### src/rtl/ne16_package.sv
// Shared types for the NE16 controller slice.
package ne16_package;

    typedef enum logic [1:0] {
        IDLE = 2'd0,
        RUN  = 2'd1,
        DONE = 2'd2
    } ctrl_state_e;

endpackage : ne16_package

### src/rtl/ne16_ctrl_counter.sv
// Wrapping tile counter: counts 0..lim_i-1 when enabled and flags its final value.
module ne16_ctrl_counter
    import ne16_package::*;
#(
    parameter int unsigned BITS = 16
) (
    input  logic            clk_i,
    input  logic            rst_ni,
    input  logic            clear_i,
    input  logic            en_i,
    input  logic [BITS-1:0] lim_i,
    output logic [BITS-1:0] cnt_o,
    output logic            last_o,
    output logic            wrap_o
);

    logic [BITS-1:0] cnt_d, cnt_q;

    // A zero limit (only possible straight out of reset) never matches, so last_o stays low.
    assign last_o = (cnt_q == lim_i - BITS'(1));
    assign wrap_o = en_i & last_o;
    assign cnt_o  = cnt_q;

    // NOTE: cnt_d gets a default before any branch so no path leaves it unassigned (no latch).
    always_comb begin
        cnt_d = cnt_q;
        if (clear_i) begin
            cnt_d = '0;
        end else if (en_i) begin
            cnt_d = last_o ? '0 : cnt_q + BITS'(1);
        end
    end

    // NOTE: state registers use non-blocking assignments so every flop samples pre-edge values.
    always_ff @(posedge clk_i or negedge rst_ni) begin
        if (!rst_ni) begin
            cnt_q <= '0;
        end else begin
            cnt_q <= cnt_d;
        end
    end

endmodule : ne16_ctrl_counter

### src/rtl/ne16_ctrl_tile_iter.sv
// Tile index iterator: walks (k_out, i, j) with j fastest, one tuple per handshake.
module ne16_ctrl_tile_iter
    import ne16_package::*;
#(
    parameter int unsigned BITS = 16
) (
    input  logic            clk_i,
    input  logic            rst_ni,
    input  logic            test_mode_i,
    input  logic            clear_i,
    input  logic            start_i,
    input  logic [BITS-1:0] k_out_lim_i,
    input  logic [BITS-1:0] i_lim_i,
    input  logic [BITS-1:0] j_lim_i,
    output logic            idx_valid_o,
    input  logic            idx_ready_i,
    output logic [BITS-1:0] k_out_o,
    output logic [BITS-1:0] i_o,
    output logic [BITS-1:0] j_o,
    output logic            last_j_o,
    output logic            last_i_o,
    output logic            last_k_out_o,
    output logic            busy_o,
    output logic            done_o
);

    function automatic logic [BITS-1:0] sat_lim(input logic [BITS-1:0] v);
        return (v == '0) ? BITS'(1) : v;
    endfunction

    ctrl_state_e     state_d, state_q;
    logic [BITS-1:0] k_lim_q, i_lim_q, j_lim_q;
    logic            start_acc, handshake, cnt_clear;
    logic            j_wrap, i_wrap, k_wrap;
    logic            unused_test_mode;

    assign unused_test_mode = test_mode_i;

    assign start_acc = start_i & ~clear_i & (state_q == IDLE);
    assign handshake = (state_q == RUN) & idx_ready_i;
    assign cnt_clear = clear_i | start_acc;

    always_comb begin
        state_d = state_q;
        if (clear_i) begin
            state_d = IDLE;
        end else begin
            unique case (state_q)
                IDLE:    if (start_acc) state_d = RUN;
                RUN:     if (handshake && last_j_o && last_i_o && last_k_out_o) state_d = DONE;
                DONE:    state_d = IDLE;
                default: state_d = IDLE;
            endcase
        end
    end

    always_ff @(posedge clk_i or negedge rst_ni) begin
        if (!rst_ni) begin
            state_q <= IDLE;
            k_lim_q <= '0;
            i_lim_q <= '0;
            j_lim_q <= '0;
        end else begin
            state_q <= state_d;
            if (start_acc) begin
                k_lim_q <= sat_lim(k_out_lim_i);
                i_lim_q <= sat_lim(i_lim_i);
                j_lim_q <= sat_lim(j_lim_i);
            end
        end
    end

    // Enables ripple combinationally: a handshake on the last j bumps i in the same edge.
    ne16_ctrl_counter #(.BITS(BITS)) u_cnt_j (
        .clk_i   (clk_i),
        .rst_ni  (rst_ni),
        .clear_i (cnt_clear),
        .en_i    (handshake),
        .lim_i   (j_lim_q),
        .cnt_o   (j_o),
        .last_o  (last_j_o),
        .wrap_o  (j_wrap)
    );

    ne16_ctrl_counter #(.BITS(BITS)) u_cnt_i (
        .clk_i   (clk_i),
        .rst_ni  (rst_ni),
        .clear_i (cnt_clear),
        .en_i    (j_wrap),
        .lim_i   (i_lim_q),
        .cnt_o   (i_o),
        .last_o  (last_i_o),
        .wrap_o  (i_wrap)
    );

    ne16_ctrl_counter #(.BITS(BITS)) u_cnt_k (
        .clk_i   (clk_i),
        .rst_ni  (rst_ni),
        .clear_i (cnt_clear),
        .en_i    (i_wrap),
        .lim_i   (k_lim_q),
        .cnt_o   (k_out_o),
        .last_o  (last_k_out_o),
        .wrap_o  (k_wrap)
    );

    logic unused_k_wrap;
    assign unused_k_wrap = k_wrap;

    assign idx_valid_o = (state_q == RUN);
    assign busy_o      = (state_q != IDLE);
    assign done_o      = (state_q == DONE);

endmodule : ne16_ctrl_tile_iter

### config.mk
export PLATFORM = sky130hd
export DESIGN_NAME = ne16_ctrl_tile_iter
export DESIGN_NICKNAME = d
export VERILOG_FILES = /design/src/rtl/ne16_package.sv /design/src/rtl/ne16_ctrl_counter.sv /design/src/rtl/ne16_ctrl_tile_iter.sv
export SDC_FILE = /design/constraint.sdc
export NUM_CORES = 1
export LEC_CHECK = 0
export BUFFER_PORTS_ARGS = -buffer_cell sky130_fd_sc_hd__buf_4
export CAP_MARGIN = 20
export CORE_ASPECT_RATIO = 0.7
export CORE_MARGIN = 2
export CORE_UTILIZATION = 35
export CTS_CLUSTER_SIZE = 20
export DETAILED_ROUTE_END_ITERATION = 10
export PLACE_DENSITY_LB_ADDON = 0.15
export SYNTH_ARGS = -nofsm -noshare
export SYNTH_HDL_FRONTEND = slang
export SYNTH_SLANG_ARGS = --single-unit
### constraint.sdc
create_clock -name clk_i -period 4.2 [get_ports clk_i]
set_clock_uncertainty 0.05 [all_clocks]
set_input_delay 0.21 -clock clk_i [delete_from_list [all_inputs] [get_ports clk_i]]
set_output_delay 0.21 -clock clk_i [all_outputs]
set_load 0.05 [all_outputs]
After elaboration in Yosys (flattened, before gate mapping)
Index checks and enable logic that the tools add are counted.
- bits of input ports: 54
- flip-flop bits (word level): 98
- logic and storage cells: 55
- output and inout port bits: 54
- equal/unequal tests: 7
- bitwise gates (word level): 7
- muxes and demuxes: 16
- add/sub/neg operators: 6
- reduce and logical (&&, ||, !) cells: 12
- operators by type and width (kind ; count):
    $mux W16 ; 12
    $add A16 B1 Y16 const B ; 3
    $eq A16 B16 Y1 ; 3
    $logic_not A16 Y1 ; 3
    $sub A16 B1 Y16 const B ; 3
    $reduce_bool A2 Y1 ; 4
    $mux W2 ; 3
    $and A1 B1 Y1 ; 5
    $pmux W2 S2 ; 1
    $logic_and A1 B1 Y1 ; 3
    $ne A3 B2 Y1 const B ; 1
    $ne A3 B3 Y1 const B ; 1
    $eq A2 B1 Y1 const B ; 1
    $eq A2 B2 Y1 const B ; 1
    $logic_not A2 Y1 ; 1
    $reduce_and A2 Y1 ; 1
    $not A1 Y1 ; 1
    $or A1 B1 Y1 ; 1

Longest topological paths before layout
- depth after elaboration: 8
- gate-level depth with buffers: 15
- gate-level depth less buffers: 11

Cells and area by module
From an unflattened synthesis, not the netlist that was laid out.
- cell total of the unflattened synthesis: 627
- area, all modules: 6219.7 um^2
- by module, submodules not included (module ; times used ; area each (um^2) ; seq. area each (um^2) ; cells an instance):
    ne16_ctrl_counter ; 3 ; 1396.3 ; 400.4 ; 164
    ne16_ctrl_tile_iter ; 1 ; 2030.7 ; 1251.2 ; 135

Worst setup path after synthesis
OpenSTA, ideal clock, no wires.
- kind: reg-to-reg
- start: register i_lim_q[0]
- end: register u_cnt_k.cnt_q[9] (netlist: u_cnt_k.cnt_o[9])
- buffers on the path: 4
- library setup time: 0.078 ns
- period minus slack after synthesis: 4.435 ns
- setup slack: -0.235 ns
- required time: 4.072 ns
- stages on the path, launching flop included: 16
- data arrival time: 4.307 ns
- cell sequence: dfrtp_1 inv_1 ha_1 clkbuf_1 or4b_1 clkbuf_1 nor4_1 xnor2_1 nand2b_1 or3_1 nor4_2 and3b_1 buf_2 buf_2 nand3b_1 a21oi_1
- cells in the longest elaborated chain, start to end: 4
- RTL lines (item ; RTL line ; source):
    start, declared ; ne16_ctrl_tile_iter.sv:32 ; logic [BITS-1:0] k_lim_q, i_lim_q, j_lim_q;
    start signal, assigned ; ne16_ctrl_tile_iter.sv:67 ; i_lim_q <= sat_lim(i_lim_i);
    $sub A16 B1 Y16 ; ne16_ctrl_counter.sv:20 ; assign last_o = (cnt_q == lim_i - BITS'(1));
    $eq A16 B16 Y1 ; ne16_ctrl_counter.sv:20 ;
    via last_i_o ; ne16_ctrl_tile_iter.sv:21 ; output logic last_i_o,
    $and A1 B1 Y1 ; ne16_ctrl_counter.sv:21 ; assign wrap_o = en_i & last_o;
    $reduce_bool A2 Y1 (no line) ; - ;
    end signal, assigned ; ne16_ctrl_counter.sv:39 ; cnt_q <= cnt_d;
    end, declared ; ne16_ctrl_counter.sv:17 ; logic [BITS-1:0] cnt_d, cnt_q;
The timed path passes the listed nets, and every way through them passes these cells.
A chain may end at the register's enable or synchronous reset.

Worst setup path in the final report
- start: register j_lim_q[3]
- end: register u_cnt_i.cnt_q[5] (netlist: u_cnt_i.cnt_o[5])
- cells in the longest elaborated chain, start to end: 4
- RTL lines (item ; RTL line ; source):
    start, declared ; ne16_ctrl_tile_iter.sv:32 ;
    start signal, assigned ; ne16_ctrl_tile_iter.sv:68 ; j_lim_q <= sat_lim(j_lim_i);
    $sub A16 B1 Y16 ; ne16_ctrl_counter.sv:20 ;
    $eq A16 B16 Y1 ; ne16_ctrl_counter.sv:20 ;
    $and A1 B1 Y1 ; ne16_ctrl_counter.sv:21 ;
    $reduce_bool A2 Y1 (no line) ; - ;
    end signal, assigned ; ne16_ctrl_counter.sv:39 ;
    end, declared ; ne16_ctrl_counter.sv:17 ;
No other way between the ends.

==> out/metrics.cfg <==
[sta]
hold_slack_ps=17.57
slew_violations=0
slew-limit-headroom_pct=37.33
rsz0062_at_grt=no
period_share_pct=92.81
setup_viol=0
finalSetupTns_ps=0
min_period_ps=3898
hold_viol=0
fmax_ghz=0.2565
tightest_slew_ps=936.5

[detailed_routing]
drt_iter0_markers=448
vias=5965
avgRoutedWirePerCell_um=17.87
viasPerCell=5.670
drc=0
routed_wl_um=18800
ant_nets=0
firstDrtPassIters=6

[setup_path]
crit_arrival_ps=4130
rrSetupSlack_ps=300
reg2regPathDepth=10
end_kind=flop
critPathMaxFanout=20
startpoint_type=flop
worst-setup-path-type=flop to flop
r2r_end=u_cnt_i.cnt_o[5]
timing.rr.start=j_lim_q[3]
crit_start=j_lim_q[3]
endpoint=u_cnt_i.cnt_o[5]
cp.required_ps=4430

[power]
cellPowerDensity_nw_per_um2=347.4
power_mw=2.707
peakVddDrop_uv=160.3
p_leak_nw=3.184

[logic_synthesis]
seq_area_frac_synth_pct=38.11
synthesis.nets=779
synth_compound_area_share_pct=14.06
yosysWarnings=0
synthSimpleGateAreaFrac_pct=25.53
async_flop_share_pct=100.0
synth-seq-cells=98
netlist_area_um2=6435
synth-xor-area-share_pct=10.21
synth_ff_type=dfrtp_1
synth_edf_count=0
synth_area_leaders=dfrtp_1, mux2_2, xnor2_1, xor2_1, o21ai_0
synth_common_cells=dfrtp_1, nor2_1, o21ai_0, xnor2_1, mux2_2
muxShareOfSynthArea_pct=7.641
synthCells=719
synth_top_family_by_area=simple AND/OR/NAND/NOR gates
synth_top_area_share_pct=38.11
syn_avg_cell_area_um2=8.950
synth_fa_ha_area_share_pct=1.167
yosys.cell_types.count=64
yosysTopAreaCell=dfrtp_1
yosysMostFrequentCell=dfrtp_1

[die]
start_util_pct=35.74
core_area_um2=18010
die_y_um=117.4
rows=41
die_x_um=166.1
dieArea_um2=19500
io_pins=108

[global_routing]
grt_pass1_wl_um=30860
grt-ovfl-total=0
grt_max_degree=67
grt_pass1_vias=5800
gr-usage-all-layers_pct=19.68
antenna_found_initial=0

[layout]
syn_to_final_growth_pct=21.08
fin_nets=871
diodes=0
fill_cells=1782
drive_above_1_share_pct=23.53

[cts]
cts_made_buffers=9
cts_sinks=98
cts_tree=yes
cts_root_buf=clkbuf_16
cts_resized=0
path_clk_slew_ps=70
cts_htree_levels=3
clkLatencyLatePin_ps=360
cts_buffer_depth=2

[placed_design]
place.port_buffers=106
gp_congestion=0.8333
dp_hpwl_um=14180

[run_status]
status=complete, no violations

[flow_run]
cap_violations=0

[worst_hold_path]
hp-class=primary input to flop

## sequential cells by signal, indices dropped and copies added (netlist names)
register / count
k_lim_q: 16
u_cnt_i.cnt_o: 16
u_cnt_j.cnt_o: 16
j_lim_q: 16
i_lim_q: 16
u_cnt_k.cnt_o: 16
state_q: 2
## where the power goes
group / internal (mW) / switching, mW
logic: 0.317 / 0.338
registers: 1.04 / 0.167
clock network: 0.432 / 0.409
total: 1.79 / 0.915
## cell families (layout without fill, tap and decap cells)
| group | after synthesis | count (layout) |
|---|---|---|
| and+or+nand+nor | 298 | 298 |
| AOI/OAI and AO/OA | 146 | 146 |
| DFF | 98 | 98 |
| xor gates and xnor gates | 75 | 75 |
| buffers and inverters | 52 | 149 |
| muxes | 44 | 44 |
| adders and majority gates | 6 | 6 |
## layer usage
metal	wire, µm	GRT usage [%]	vias to the layer above
li1	-	-	2822
met1	9142	28.38	2926
met2	8264	29.62	191
met3	1053	3.780	26
met4	336	6.467	0
met5	0	0	-
## stage by stage
| stage | instance area, µm² | setup slack [ps] | util (%) | cells |
|---|---|---|---|---|
| finish | 7791 | 302.1 | 43.27 | 1052 |
| global route | 7791 | 68.15 | 43.27 | 1052 |
| detailed placement | 7477 | 346.4 | 41.53 | 1034 |
| floorplan | 6449 | 141.1 | - | 719 |
| CTS | 7781 | 322.4 | 43.21 | 1051 |
| global placement | 7477 | 427.8 | 41.53 | 1034 |
## cell usage in the layout, fill, tap and decap left out, types with 3 or more instances in the layout
master,instances
buf_4,117
dfrtp_1,98
nor2_1,68
o21ai_0,55
xnor2_1,42
mux2_2,41
nand2_1,37
nand3_1,33
xor2_1,33
a21oi_1,33
nor4_1,27
nor3_1,26
and3_1,20
inv_1,14
nor2b_1,12
or3_1,10
nand2b_1,10
clkbuf_16,9
o31ai_1,8
nand3b_1,7
or4_1,7
nand4_1,6
o21ai_1,6
ha_1,6
a31oi_1,5
o31a_1,5
or2_2,5
nor4b_1,4
a41oi_1,4
nor3b_1,4
o2111ai_1,4
nand4b_1,4
a2111oi_0,3
mux2i_1,3
and2_1,3
o41ai_1,3
inv_6,3
## critical path: stages, from the launching register on
cell	delay (ps)
dfrtp_1	500
or4_1	620
or4b_2	690
xor2_1	170
a221o_1	180
nand4_1	270
nor4b_4	460
buf_4	300
nand2_1	110
or3_1	310
a21oi_1	150
## layout make-up
cell class / count / area, µm² / area share (%)
timing repair buffer: 119 / 898.4 / 11.53
tap: 236 / 295.3 / 3.790
multi-input combinational: 569 / 3799 / 48.76
clock buffer: 10 / 239.0 / 3.067
sequential: 98 / 2452 / 31.48
clock inverter: 6 / 55.05 / 0.7066
inverter: 14 / 52.55 / 0.6745
## timing repair
item / 4_1_cts / 5_1_grt
hold endpoints to repair: 65 / 1
buffers inserted: 0 / 0
hold buffers: 1 / 1
endpoints found under the setup margin: 0 / 0
## worst min path at each step
stage,to,startpoint,depth (start not counted)
3_3_place_gp,j_lim_q[13],rst_ni,1
6_report,k_lim_q[2],k_out_lim_i[2],3
5_1_grt,i_lim_q[1],i_lim_i[1],3
4_1_cts,state_q[1],clear_i,2
2_1_floorplan,i_lim_q[0],rst_ni,0
3_5_place_dp,j_lim_q[10],rst_ni,1
(Power assumes the default switching activity.)
